File: src/rtl/shot_clk_btn_cond.sv
// Push-button conditioner: two-flop synchroniser on the raw active-low key,
// press/release debounce FSM, long-hold detector and single-cycle pulses.
// All outputs are registered; pulses are mutually exclusive by construction.
module shot_clk_btn_cond #(
   parameter int unsigned DEBOUNCE_CYCLES = 1000000,
   parameter int unsigned LONG_CYCLES     = 100000000,
   parameter int unsigned CNT_W           = 32
) (
   input  logic clk,
   input  logic rst,
   input  logic btn_n,
   output logic press_pulse,
   output logic release_pulse,
   output logic long_pulse,
   output logic btn_level
);

   typedef enum logic [1:0] {IDLE, DB_PRESS, HELD, DB_REL} state_t;

   localparam logic [CNT_W-1:0] DEB_LAST  = CNT_W'(DEBOUNCE_CYCLES - 1);
   localparam logic [CNT_W-1:0] LONG_MAX  = CNT_W'(LONG_CYCLES);
   localparam logic [CNT_W-1:0] LONG_LAST = CNT_W'(LONG_CYCLES - 1);
   localparam logic [CNT_W-1:0] ONE       = CNT_W'(1);

   logic             sync1_q, sync2_q;
   logic             pressed;
   state_t           state_q, state_d;
   logic [CNT_W-1:0] deb_cnt_q, deb_cnt_d;
   logic [CNT_W-1:0] hold_cnt_q, hold_cnt_d;
   logic             press_pulse_q, press_pulse_d;
   logic             release_pulse_q, release_pulse_d;
   logic             long_pulse_q, long_pulse_d;
   logic             btn_level_q, btn_level_d;

   // Bring the asynchronous key into the clk domain; idle value is released.
   always_ff @(posedge clk or negedge rst) begin
      if (!rst) begin
         sync1_q <= 1'b1;
         sync2_q <= 1'b1;
      end else begin
         sync1_q <= btn_n;
         sync2_q <= sync1_q;
      end
   end

   assign pressed = ~sync2_q;

   // Debounce FSM next-state, counters and pulse decisions.
   always_comb begin
      state_d         = state_q;
      deb_cnt_d       = deb_cnt_q;
      hold_cnt_d      = hold_cnt_q;
      press_pulse_d   = 1'b0;
      release_pulse_d = 1'b0;
      long_pulse_d    = 1'b0;
      case (state_q)
         IDLE: begin
            if (pressed) begin
               state_d   = DB_PRESS;
               deb_cnt_d = '0;
            end
         end
         DB_PRESS: begin
            if (!pressed) begin
               state_d = IDLE;                 // bounce rejected silently
            end else if (deb_cnt_q == DEB_LAST) begin
               state_d       = HELD;
               press_pulse_d = 1'b1;
               hold_cnt_d    = '0;
            end else begin
               deb_cnt_d = deb_cnt_q + ONE;
            end
         end
         HELD: begin
            if (!pressed) begin
               state_d   = DB_REL;             // hold_cnt kept for a possible bounce
               deb_cnt_d = '0;
            end else if (hold_cnt_q < LONG_MAX) begin
               hold_cnt_d   = hold_cnt_q + ONE; // saturates: one long_pulse per press
               long_pulse_d = (hold_cnt_q == LONG_LAST);
            end
         end
         DB_REL: begin
            if (pressed) begin
               state_d = HELD;                 // release bounce, resume hold count
            end else if (deb_cnt_q == DEB_LAST) begin
               state_d         = IDLE;
               release_pulse_d = 1'b1;
            end else begin
               deb_cnt_d = deb_cnt_q + ONE;
            end
         end
         default: state_d = IDLE;
      endcase
      btn_level_d = (state_d == HELD) || (state_d == DB_REL);
   end

   // Register FSM state, counters and all outputs.
   always_ff @(posedge clk or negedge rst) begin
      if (!rst) begin
         state_q         <= IDLE;
         deb_cnt_q       <= '0;
         hold_cnt_q      <= '0;
         press_pulse_q   <= 1'b0;
         release_pulse_q <= 1'b0;
         long_pulse_q    <= 1'b0;
         btn_level_q     <= 1'b0;
      end else begin
         state_q         <= state_d;
         deb_cnt_q       <= deb_cnt_d;
         hold_cnt_q      <= hold_cnt_d;
         press_pulse_q   <= press_pulse_d;
         release_pulse_q <= release_pulse_d;
         long_pulse_q    <= long_pulse_d;
         btn_level_q     <= btn_level_d;
      end
   end

   assign press_pulse   = press_pulse_q;
   assign release_pulse = release_pulse_q;
   assign long_pulse    = long_pulse_q;
   assign btn_level     = btn_level_q;

endmodule

File: config.mk
export PLATFORM = sky130hd
export DESIGN_NAME = shot_clk_btn_cond
export DESIGN_NICKNAME = d
export VERILOG_FILES = /design/src/rtl/shot_clk_btn_cond.sv
export SDC_FILE = /design/constraint.sdc
export NUM_CORES = 1
export LEC_CHECK = 0
export ABC_AREA = 1
export CORE_UTILIZATION = 30
export CTS_CLUSTER_DIAMETER = 30
export CTS_CLUSTER_SIZE = 8
export DETAILED_ROUTE_END_ITERATION = 6
export SLEW_MARGIN = 10
export SYNTH_ARGS = -nofsm -noshare
export SYNTH_HDL_FRONTEND = slang
export SYNTH_SLANG_ARGS = --single-unit
export TNS_END_PERCENT = 5
File: constraint.sdc
create_clock -name clk -period 2 [get_ports clk]
set_clock_uncertainty 0.05 [all_clocks]
set_input_delay 0.5 -clock clk [delete_from_list [all_inputs] [get_ports clk]]
set_output_delay 0.5 -clock clk [all_outputs]
set_load 0.05 [all_outputs]
# Word-level counts from Yosys, hierarchy flattened

Index checks and enable logic that the tools add are counted.
Widths: inputs -> output; s select.

Register bits after elaboration: 72
Input bits: 3
Output and inout bits: 4
Logic and storage cells: 57

Add/sub/neg operators: 2
Magnitude comparators: 1
Equality and inequality tests: 14
Muxes and demuxes: 26
Reduce and logical (&&, ||, !) cells: 5

Operators by type and width:

| cell                  | number |
|---|---|
| $mux 32               | 9 |
| $pmux 32 s4           | 1 |
| $add 32x1->32 const B | 2 |
| $pmux 32 s2           | 1 |
| $eq 32x20->1 const B  | 1 |
| $eq 32x27->1 const B  | 1 |
| $lt 32x27->1 const B  | 1 |
| $ne 2x2->1 const B    | 7 |
| $mux 2                | 6 |
| $eq 2x2->1 const B    | 4 |
| $mux 1                | 8 |
| $pmux 2 s4            | 1 |
| $reduce_and 5->1      | 1 |
| $reduce_and 4->1      | 1 |
| $eq 2x1->1 const B    | 1 |
| $logic_not 2->1       | 1 |
| $reduce_bool 2->1     | 1 |
| $logic_or 1x1->1      | 1 |

# Longest topological paths before layout

Gate-level depths: netlist of the first run.

Depth in word-level cells: 6
Depth in mapped cells: 12
Depth with buffers taken out: 11

# Worst setup path after synthesis of the first run

OpenSTA, ideal clock, no wires.

Path type: flip-flop to flip-flop
Start: register deb_cnt_q[0]
End: register hold_cnt_q[0]
Setup time: 117 ps
Arrival: 1544 ps
Required time: 1833 ps
Path slack: 289 ps
Cell stages (with the launch flop): 10
Path buffers: 1
Clock period less this slack: 1711 ps
Cells stage by stage: dfrtp_1 -> ha_1 -> nand3_4 -> nor3_4 -> nand3_2 -> nand2_2 -> nand2_4 -> buf_6 -> nand2_1 -> nand2_1

Cells in the longest elaborated chain, start to end: 3

Ends and longest elaborated chain:

| what                              | RTL line | RTL |
|---|---|---|
| start: declaration                | 28       | `logic [CNT_W-1:0] deb_cnt_q, deb_cnt_d;` |
| start signal: assignment          | 110      | `deb_cnt_q <= deb_cnt_d;` |
| $eq 32x20->1                      | 66       | `end else if (deb_cnt_q == DEB_LAST) begin` |
| $ne 2x2->1 (no source line)       | -        |  |
| $reduce_and 5->1 (no source line) | -        |  |
| end signal: assignment            | 111      | `hold_cnt_q <= hold_cnt_d;` |
| end: declaration                  | 29       | `logic [CNT_W-1:0] hold_cnt_q, hold_cnt_d;` |

No other way between the ends.
A chain may end at the register's enable or synchronous reset.

# Final worst setup path of the first run

Start: register deb_cnt_q[0]
End: register deb_cnt_q[9]

Cells in the longest elaborated chain, start to end: 4
Elaborated cells on any way between the ends: 6
Those cells by class: add/sub: 1; eq/ne: 1; mux: 4

Ends and longest elaborated chain:

| what                                                 | RTL line | RTL |
|---|---|---|
| $add 32x1->32 / $eq 32x20->1 (equally long branches) | -        |  |
| $mux 32 (*)                                          | 66, 86   |  |
| $mux 32 (on tied branches)                           | 84, 64   |  |
| $pmux 32 s4 (*)                                      | 56       | `case (state_q)` |

Every way passes the cells marked *; elsewhere a longest branch is shown, timed or not. The select of a mux whose other input is x is not followed.

==> results of run 1 <==
## cells by family (layout without fill, tap and decap cells)
| family | after synthesis | after routing | share of synthesized area |
|---|---|---|---|
| AOI/OAI and AO/OA | 31 | 31 | 0.0324 |
| xor gates and xnor gates | 27 | 27 | 0.0494 |
| adders and majority gates | 2 | 2 | 0.00523 |
| buffers and inverters | 85 | 105 | 0.0769 |
| DFF | 72 | 72 | 0.377 |
| and+or+nand+nor | 528 | 528 | 0.459 |
## state kept, by name, indices dropped and copies added (netlist names)
signal and cells:
btn_level 1, deb_cnt_q 32, hold_cnt_q 32, long_pulse 1
press_pulse 1, release_pulse 1, state_q 2, sync1_q 1
sync2_q 1
## cell usage after synthesis
master,number
nor2_4,2
nand2_1,277
nor4_1,1
inv_1,65
dfstp_2,2
clkbuf_1,8
nand4_1,3
xnor2_1,12
dfrtp_1,70
nand3_1,81
nand3_2,2
buf_2,2
nor2_1,136
o21ai_1,10
or2_2,2
ha_1,2
nor2_2,4
xor2_1,15
buf_4,4
nor3_4,1
inv_2,1
clkbuf_2,1
nand2_4,1
nor3_1,13
nand3_4,1
buf_6,4
nand2_2,4
o21ai_0,14
a21oi_1,7
## routing by layer
metal | GRT usage | routed length [microns] | up-vias
met1 | 0.227 | 6180 | 1984
li1 | - | - | 2348
met4 | 0.0637 | 204 | 0
met2 | 0.241 | 5180 | 69
met5 | 0 | 0 | -
met3 | 0.0326 | 507 | 13
## worst max-delay path by stage
stage	startpoint	endpoint	slack, ps	cells after the start
CTS	deb_cnt_q[0]	deb_cnt_q[30]	180	8
floorplan	deb_cnt_q[0]	hold_cnt_q[0]	290	9
finish	deb_cnt_q[0]	deb_cnt_q[9]	180	8
detailed placement	deb_cnt_q[0]	deb_cnt_q[30]	180	8
global route	deb_cnt_q[0]	deb_cnt_q[5]	8	8
global placement	deb_cnt_q[0]	deb_cnt_q[5]	200	8
## final cells by class
cell class | count | share of cell area
inverter | 66 | 0.0459
multi-input combinational | 588 | 0.484
timing repair buffer | 23 | 0.0352
clock buffer | 15 | 0.0459
tap | 211 | 0.0489
clock inverter | 1 | 0.00556
sequential | 72 | 0.334
## placed cells by master, fill, tap and decap left out, drive strengths merged
cell type,Yosys,routed
xnor2,12,12
nand3,84,84
nor4,1,1
clkbuf,9,15
dfrtp,70,70
a21oi,7,7
inv,66,66
or2,2,2
dlygate4sd3,0,1
o21ai,24,24
ha,2,2
bufinv,0,1
nand4,3,3
dfstp,2,2
clkdlybuf4s50,0,1
nor3,14,14
buf,10,21
nand2,282,282
xor2,15,15
nor2,142,142
## stage by stage
stage                     hold WS, ps  total power, mW  instance area, sq um  instances
after global placement            260             1.63                  5110        959
after floorplan                   154             1.56                  4780        745
after global routing              313             3.30                  5400        976
after CTS                         308             3.23                  5400        976
after detailed placement          261             1.63                  5110        959
final                             308             3.18                  5400        976
## worst max-delay path, stage by stage (launching register included)
cell     delay [ps]
dfrtp_1         400
ha_1            230
nand3_4         150
nor3_4          260
nand2_2         120
nand2_2         120
inv_2           180
nand2_1         120
o21ai_1          70
## where the power goes
part           switching [mW]  internal [mW]
Combinational          0.0869         0.0316
Sequential             0.0111           1.47
Clock                   0.612          0.969
Total                   0.710           2.47
==> metrics.cfg, run 1 <==
[status]
status=finished clean

[timing]
hold_viol=0
drv_slew=0
slew_headroom=0.728
max_freq_mhz=550
layout_setup_ws_ps=182
timing.final.crit_share=0.909
rsz0062_at_grt=false
setup_tns_ps=0
worst_slew_pin_slew_ps=407
fin_crit_ps=1820
setup_viol=0

[synth]
synthTopCellsByArea=dfrtp_1 37%, nand2_1 22%, nor2_1 11%
syn_nets=750
synth_top_area_frac=0.366
ys.warnings.count=0
yosys_register_bits=72
synth_area_sq_mm=0.00478
synth_top_cell_by_area=dfrtp_1
synth_area_per_cell_sq_um=6.42
netlist_instances=745
ys_types=29
ys_seq_area_frac=0.377

[critical_path]
timing.rr.end=deb_cnt_q[9]
worstSetupPathType=flop to flop
worst_r2r_path_depth=8
worst_ep_required_time_ps=2170
cp-start-kind=flop
critPathMaxFanout=23
regToRegStartpoint=deb_cnt_q[0]
arrival_ps=1990
regToRegSetupSlack_ps=180
endpoint_kind=flop

[routing]
drt_iter0_drc=337
wl_per_cell_microns=12.4
via_count=4414
viasPerCell=4.52
ant_nets=0
wl_mm=12.1
drc=0
firstDrtPassIters=4

[placed_design]
dp_hpwl_mm=8.92
port-buffer-count=6
place_ws_ps=179
place_congestion=0.898

[floorplanning]
placementRows=45
die_area_sq_mm=0.0165
start_util=0.311
coreArea_sq_mm=0.0154
die_w_microns=128
io_pins=7
die_y_microns=128

[power]
leakagePower_nw=2.32
p_per_area_mw_per_mm2=589
ir_drop_mv=0.395

[clocking]
htreeDepth=3
cts_made_buffers=9
cts_setup_buffers=0
clk_latency_ps=350
cts_resized=0
clkTransAtPathRegs_ps=60
cts_sinks=72
cts_hold_buf=1
cts_tree=done
cts_buffer_depth=2
clockRootBuffer=clkbuf_16

[layout]
drive_gt1_frac=0.0667
seqCellArea_sq_mm=0.00180
nNetsFinal=765
multi_input_area_sq_mm=0.00261
fillers=1646
syn_to_final_growth_pct=12.8
postLayoutCoreUtil=0.351
antennaDiodeCount=0

[worst_hold_path]
whs_path_depth=0
min_to=sync2_q
worstHoldStart=sync1_q
hold_class=flop to flop

[global_route]
grt_pass1_wl_mm=20.7
antenna_found_initial=0
grt.total_usage=0.161
grt_start_max_net_pins=43
grt_pass1_vias=4185
overflow=0

[job]
cap_violations=0

Note: power is estimated with default switching activity, not from simulation.
==> run 2, diff against run 1 <==
--- a/config.mk
+++ b/config.mk
@@ -6,7 +6,8 @@
 export NUM_CORES = 1
 export LEC_CHECK = 0
 export ABC_AREA = 1
-export CORE_UTILIZATION = 30
+export ABC_CLOCK_PERIOD_IN_PS = 2000
+export CORE_UTILIZATION = 44
 export CTS_CLUSTER_DIAMETER = 30
 export CTS_CLUSTER_SIZE = 8
 export DETAILED_ROUTE_END_ITERATION = 6
==> run 2 against run 1 <==
Effect of this change:
- worst setup slack got worse by 74 ps
- combinational power about the same
- global-route usage rose by 8.4 points
- sequential power barely moved
- core utilization increased by 16 points
- clock power shrank 12%
==> metrics.cfg, run 2 (synthesized netlist as in run 1, its figures left out) <==
[layout]
reg.largest.list=deb_cnt_q x32, hold_cnt_q x32, state_q x2
final_common_cell=nand2_1
drive_gt1_frac=0.0869
syn_to_final_growth_pct=11.5
final_cell_mix=277 x nand2_1, 135 x nor2_1, 81 x nand3_1
antennaDiodeCount=0
nNetsFinal=771
postLayoutCoreUtil=0.512

[timing]
worst_slew_pin_slew_ps=541
fin_crit_ps=1890
slew_headroom=0.636
timing.final.crit_share=0.946
hold_viol=0
rsz0062_at_grt=true
max_freq_mhz=528
setup_viol=0
setup_tns_ps=0
drv_slew=0

[floorplanning]
placementRows=37
die_y_microns=106
start_util=0.459
io_pins=7
die_w_microns=106
coreArea_sq_mm=0.0104
die_area_sq_mm=0.0113

[critical_path]
crit_path_top_delay_cell=dfrtp_1
path_cells=ha_1 > nand3_4 > nor3_4 > nand2_2 > nand2_2 > inv_2 > nand3_1 > o21ai_1
max_stage_delay_ps=430
crit_top_cell=nand2_2
critPathMaxFanout=23
arrival_ps=2080
endpoint_kind=flop
cp-start-kind=flop
worstSetupPathType=flop to flop
worst_ep_required_time_ps=2190

[routing]
drt_iter0_drc=366
viasPerCell=5.07
wl_per_cell_microns=14.0
via_count=4603
drc=0
ant_nets=0
firstDrtPassIters=5
wl_mm=12.7

[clocking]
clk_latency_ps=360
cts_setup_buffers=0
cts_sinks=72
cts_tree=done
cts_made_buffers=9
clkTransAtPathRegs_ps=80
cts_resized=0
cts_buffer_depth=2
clockRootBuffer=clkbuf_8
cts_hold_buf=0
htreeDepth=3

[placed_design]
dp_hpwl_mm=9.61
port-buffer-count=6
place_congestion=0.947

[global_route]
grt_start_max_net_pins=46
antenna_found_initial=0
grt.total_usage=0.245
overflow=0
grt_pass1_vias=4149
grt_pass1_wl_mm=21.3

[power]
p_per_area_mw_per_mm2=561
ir_drop_mv=0.412
leakagePower_nw=2.35

[job]
cap_violations=0

[worst_hold_path]
hold_class=primary input to asynchronous set/reset pin

[status]
status=finished clean

## run 2: cell types whose count changed in the layout (fill, tap and decap cells not counted), moves of 4 or more
cell       before  now
clkbuf_16       9    0
buf_4          20   25
clkinv_2        0    4
clkbuf_1        6    0
clkbuf_8        0    9
## run 2: layer usage
metal | part of all wire | GRT usage | wire, microns
met4 | 0.013 | 0.0813 | 166
met3 | 0.088 | 0.0509 | 1120
met5 | 0 | 0 | 0
met1 | 0.52 | 0.391 | 6590
met2 | 0.38 | 0.321 | 4820
## run 2: layout make-up
class	instances	area, sq um
Fill cell	1078	5080
Multi-Input combinational cell	588	2620
Sequential cell	72	1810
Timing Repair Buffer	29	258
Inverter	66	248
Tap cell	136	170
Clock buffer	9	124
Clock inverter	7	110
## run 2: path summary, 6_finish.rpt
kind                         startpoint       endpoint  slack (ps)  cells past startpoint
max                        deb_cnt_q[0]  deb_cnt_q[15]         110                      8
min                                 rst   deb_cnt_q[8]           8                      1
max reg2reg                deb_cnt_q[0]  deb_cnt_q[15]         110                      8
min reg2reg                     sync1_q        sync2_q         310                      0
max in group asynchronous           rst  hold_cnt_q[0]        1310                      2
min in group clk                sync1_q        sync2_q         310                      0
## run 2: metrics by stage
step	worst slack [ps]	total power, mW	std cells	instance area [sq um]	hold WS, ps
2_1_floorplan	289	1.56	745	4780	154
3_3_place_gp	118	1.63	891	5090	296
3_5_place_dp	108	1.63	891	5090	297
4_1_cts	79.5	3.03	907	5330	3.89
5_1_grt	-10.4	3.09	907	5330	29.7
6_report	108	2.99	907	5330	7.86
## run 2: power by group
part / switching [mW] / internal [mW]
sequential: 0.0123 / 1.47
clock: 0.572 / 0.819
combinational: 0.0898 / 0.0320
## run 2: critical path: cells and delay by family, from the launching register on
| kind | cells | cell delay (ps) |
|---|---|---|
| and+or+nand+nor | 5 | 780 |
| adders and majority gates | 1 | 240 |
| DFF | 1 | 430 |
| AOI/OAI and AO/OA | 1 | 70 |
| buffers and inverters | 1 | 200 |
==> run 3, diff against run 2 <==
--- a/config.mk
+++ b/config.mk
@@ -7,10 +7,12 @@
 export LEC_CHECK = 0
 export ABC_AREA = 1
 export ABC_CLOCK_PERIOD_IN_PS = 2000
+export CORE_ASPECT_RATIO = 0.75
 export CORE_UTILIZATION = 44
 export CTS_CLUSTER_DIAMETER = 30
 export CTS_CLUSTER_SIZE = 8
 export DETAILED_ROUTE_END_ITERATION = 6
+export SKIP_LAST_GASP = 1
 export SLEW_MARGIN = 10
 export SYNTH_ARGS = -nofsm -noshare
 export SYNTH_HDL_FRONTEND = slang
==> run 3 against run 2 <==
Effect of this change:
- global-route usage increased by 1.3 points
- total power increased by 6.9%
- worst setup slack improved by 46 ps
- via count increased by 1.7%
- non-clock buffer count decreased by 1
- hold slack improved by 40 ps
- die area about the same
- sequential power about the same
- final cell count decreased by 0.11%
- sequential share of layout area decreased by 0.39 points
- register-to-register slack improved by 50 ps
- first-iteration DRC count increased by 24%
- critical path type unchanged
- critical endpoint is now deb_cnt_q[26]
- largest power group is now clock
==> metrics.cfg, run 3 (synthesized netlist as in run 1, its figures left out) <==
[status]
status=finished clean

[layout]
layout.cells.non_filler=906
nNetsFinal=770
syn_to_final_growth_pct=12.7
fin_area_sq_mm=0.00539
final_common_cell=nand2_1
drive_gt1_frac=0.0818
fillers=1086
reg.largest.list=deb_cnt_q x32, hold_cnt_q x32, state_q x2
final_cell_mix=277 x nand2_1, 135 x nor2_1, 81 x nand3_1
antennaDiodeCount=0

[global_route]
use_met3=0.0757
antenna_found_initial=0
grt.total_usage=0.259
met2_usage=0.308
grt_pass1_vias=4237
grt_busiest_layer=met1
grt_start_max_net_pins=44
overflow=0
grt_pass1_wl_mm=22.3
use_met1=0.435

[floorplanning]
die_w_microns=122
io_pins=7
coreArea_sq_mm=0.0104
placementRows=32
die_y_microns=92.3
die_area_sq_mm=0.0113
start_util=0.460

[placed_design]
port-buffer-count=6
place_congestion=0.906
placed_cells=890
place_area_sq_mm=0.00508
dp_hpwl_mm=9.93

[critical_path]
worstSetupPathType=flop to flop
max_stage_delay_ps=400
crit_start=deb_cnt_q[0]
critPathMaxFanout=5
cp_top_family=simple AND/OR/NAND/NOR gates
path_cells=ha_1 > nand3_4 > nor2_4 > nand2_2 > nor2_2 > nand2_1 > nand2_1 > nand3_1 > o21ai_1
crit_top_cell=nand2_1
endpoint_kind=flop
worst-path-buf-inv=0
arrival_ps=2050
regToRegStartpoint=deb_cnt_q[0]
cp-start-kind=flop
crit_path_top_delay_cell=dfrtp_1
worst_ep_required_time_ps=2200

[timing]
setup_viol=0
rsz0062_at_grt=true
fin_crit_ps=1850
timing.final.crit_share=0.923
slew_headroom=0.698
max_freq_mhz=542
worst_slew_pin_slew_ps=452
drv_slew=0
hold_viol=0

[clocking]
cts_buffer_depth=2
htreeDepth=3
clk_latency_ps=330
clockRootBuffer=clkbuf_16
cts_made_buffers=9
cts_tree=done
cts_sinks=72
clkTransAtPathRegs_ps=60

[routing]
ant_nets=0
via_count=4681
firstDrtPassIters=5
drc=0
wl_per_cell_microns=14.5
viasPerCell=5.17
wl_mm=13.2
drt_iter0_drc=455

[power]
p_per_area_mw_per_mm2=593
ir_drop_mv=0.381
leakagePower_nw=2.36

[job]
cap_violations=0

[worst_hold_path]
hold_class=primary input to asynchronous set/reset pin

run 3: what timing repair did:
item | 4_1_cts | 5_1_grt
setup buffers | 0 | 0
hold endpoints to repair | 0 | 0
gates resized for setup | 0 | 3
setup endpoints to repair | 0 | 37
hold buffers | 0 | 0
run 3: per-stage QoR:
stage / total power, mW / hold WS [ps] / setup TNS, ps / setup WS [ps] / util
floorplan: 1.56 / 154 / 0 / 289 / -
global placement: 1.63 / 297 / 0 / 154 / 0.488
detailed placement: 1.63 / 297 / 0 / 74.2 / 0.488
CTS: 3.24 / 57.5 / 0 / 52.4 / 0.516
global route: 3.31 / 71.2 / -141 / -26.2 / 0.518
finish: 3.20 / 47.7 / 0 / 153 / 0.518
run 3: worst reg2reg max path: cells and delay by family (launching register included):
family,cells,cell delay (ps)
AND/OR/NAND/NOR,7,950
flip-flops,1,400
AO/OA/AOI/OAI,1,130
adder cells (fa/ha/maj),1,240
run 3: metal layers:
layer,vias to the layer above,routed length (microns)
met4,0,44
met3,2,1290
li1,2358,-
met1,2155,7150
met5,-,0
met2,166,4670
run 3: worst paths after layout:
kind / to / slack [ps] / depth (start not counted)
max in group asynchronous: hold_cnt_q[4] / 1260 / 2
min in group clk: sync2_q / 300 / 0
min: deb_cnt_q[23] / 50 / 1
max reg2reg: deb_cnt_q[26] / 150 / 9
max: deb_cnt_q[26] / 150 / 9
min reg2reg: sync2_q / 300 / 0
run 3: cell type report:
class | count | area, sq um | share of cell area
multi-input cells | 588 | 2630 | 0.488
flip-flops and latches | 72 | 1800 | 0.335
repair buffers | 28 | 250 | 0.0464
inverters | 66 | 248 | 0.0460
clock buffers | 10 | 229 | 0.0425
well taps | 136 | 170 | 0.0316
clock inverters | 6 | 61.3 | 0.0114
run 3: power breakdown:
part / internal, mW / leakage (nW) / switching [mW] / total (mW)
clock network: 0.962 / 0.142 / 0.636 / 1.60
logic: 0.0316 / 1.23 / 0.0897 / 0.121
registers: 1.47 / 0.995 / 0.0116 / 1.48
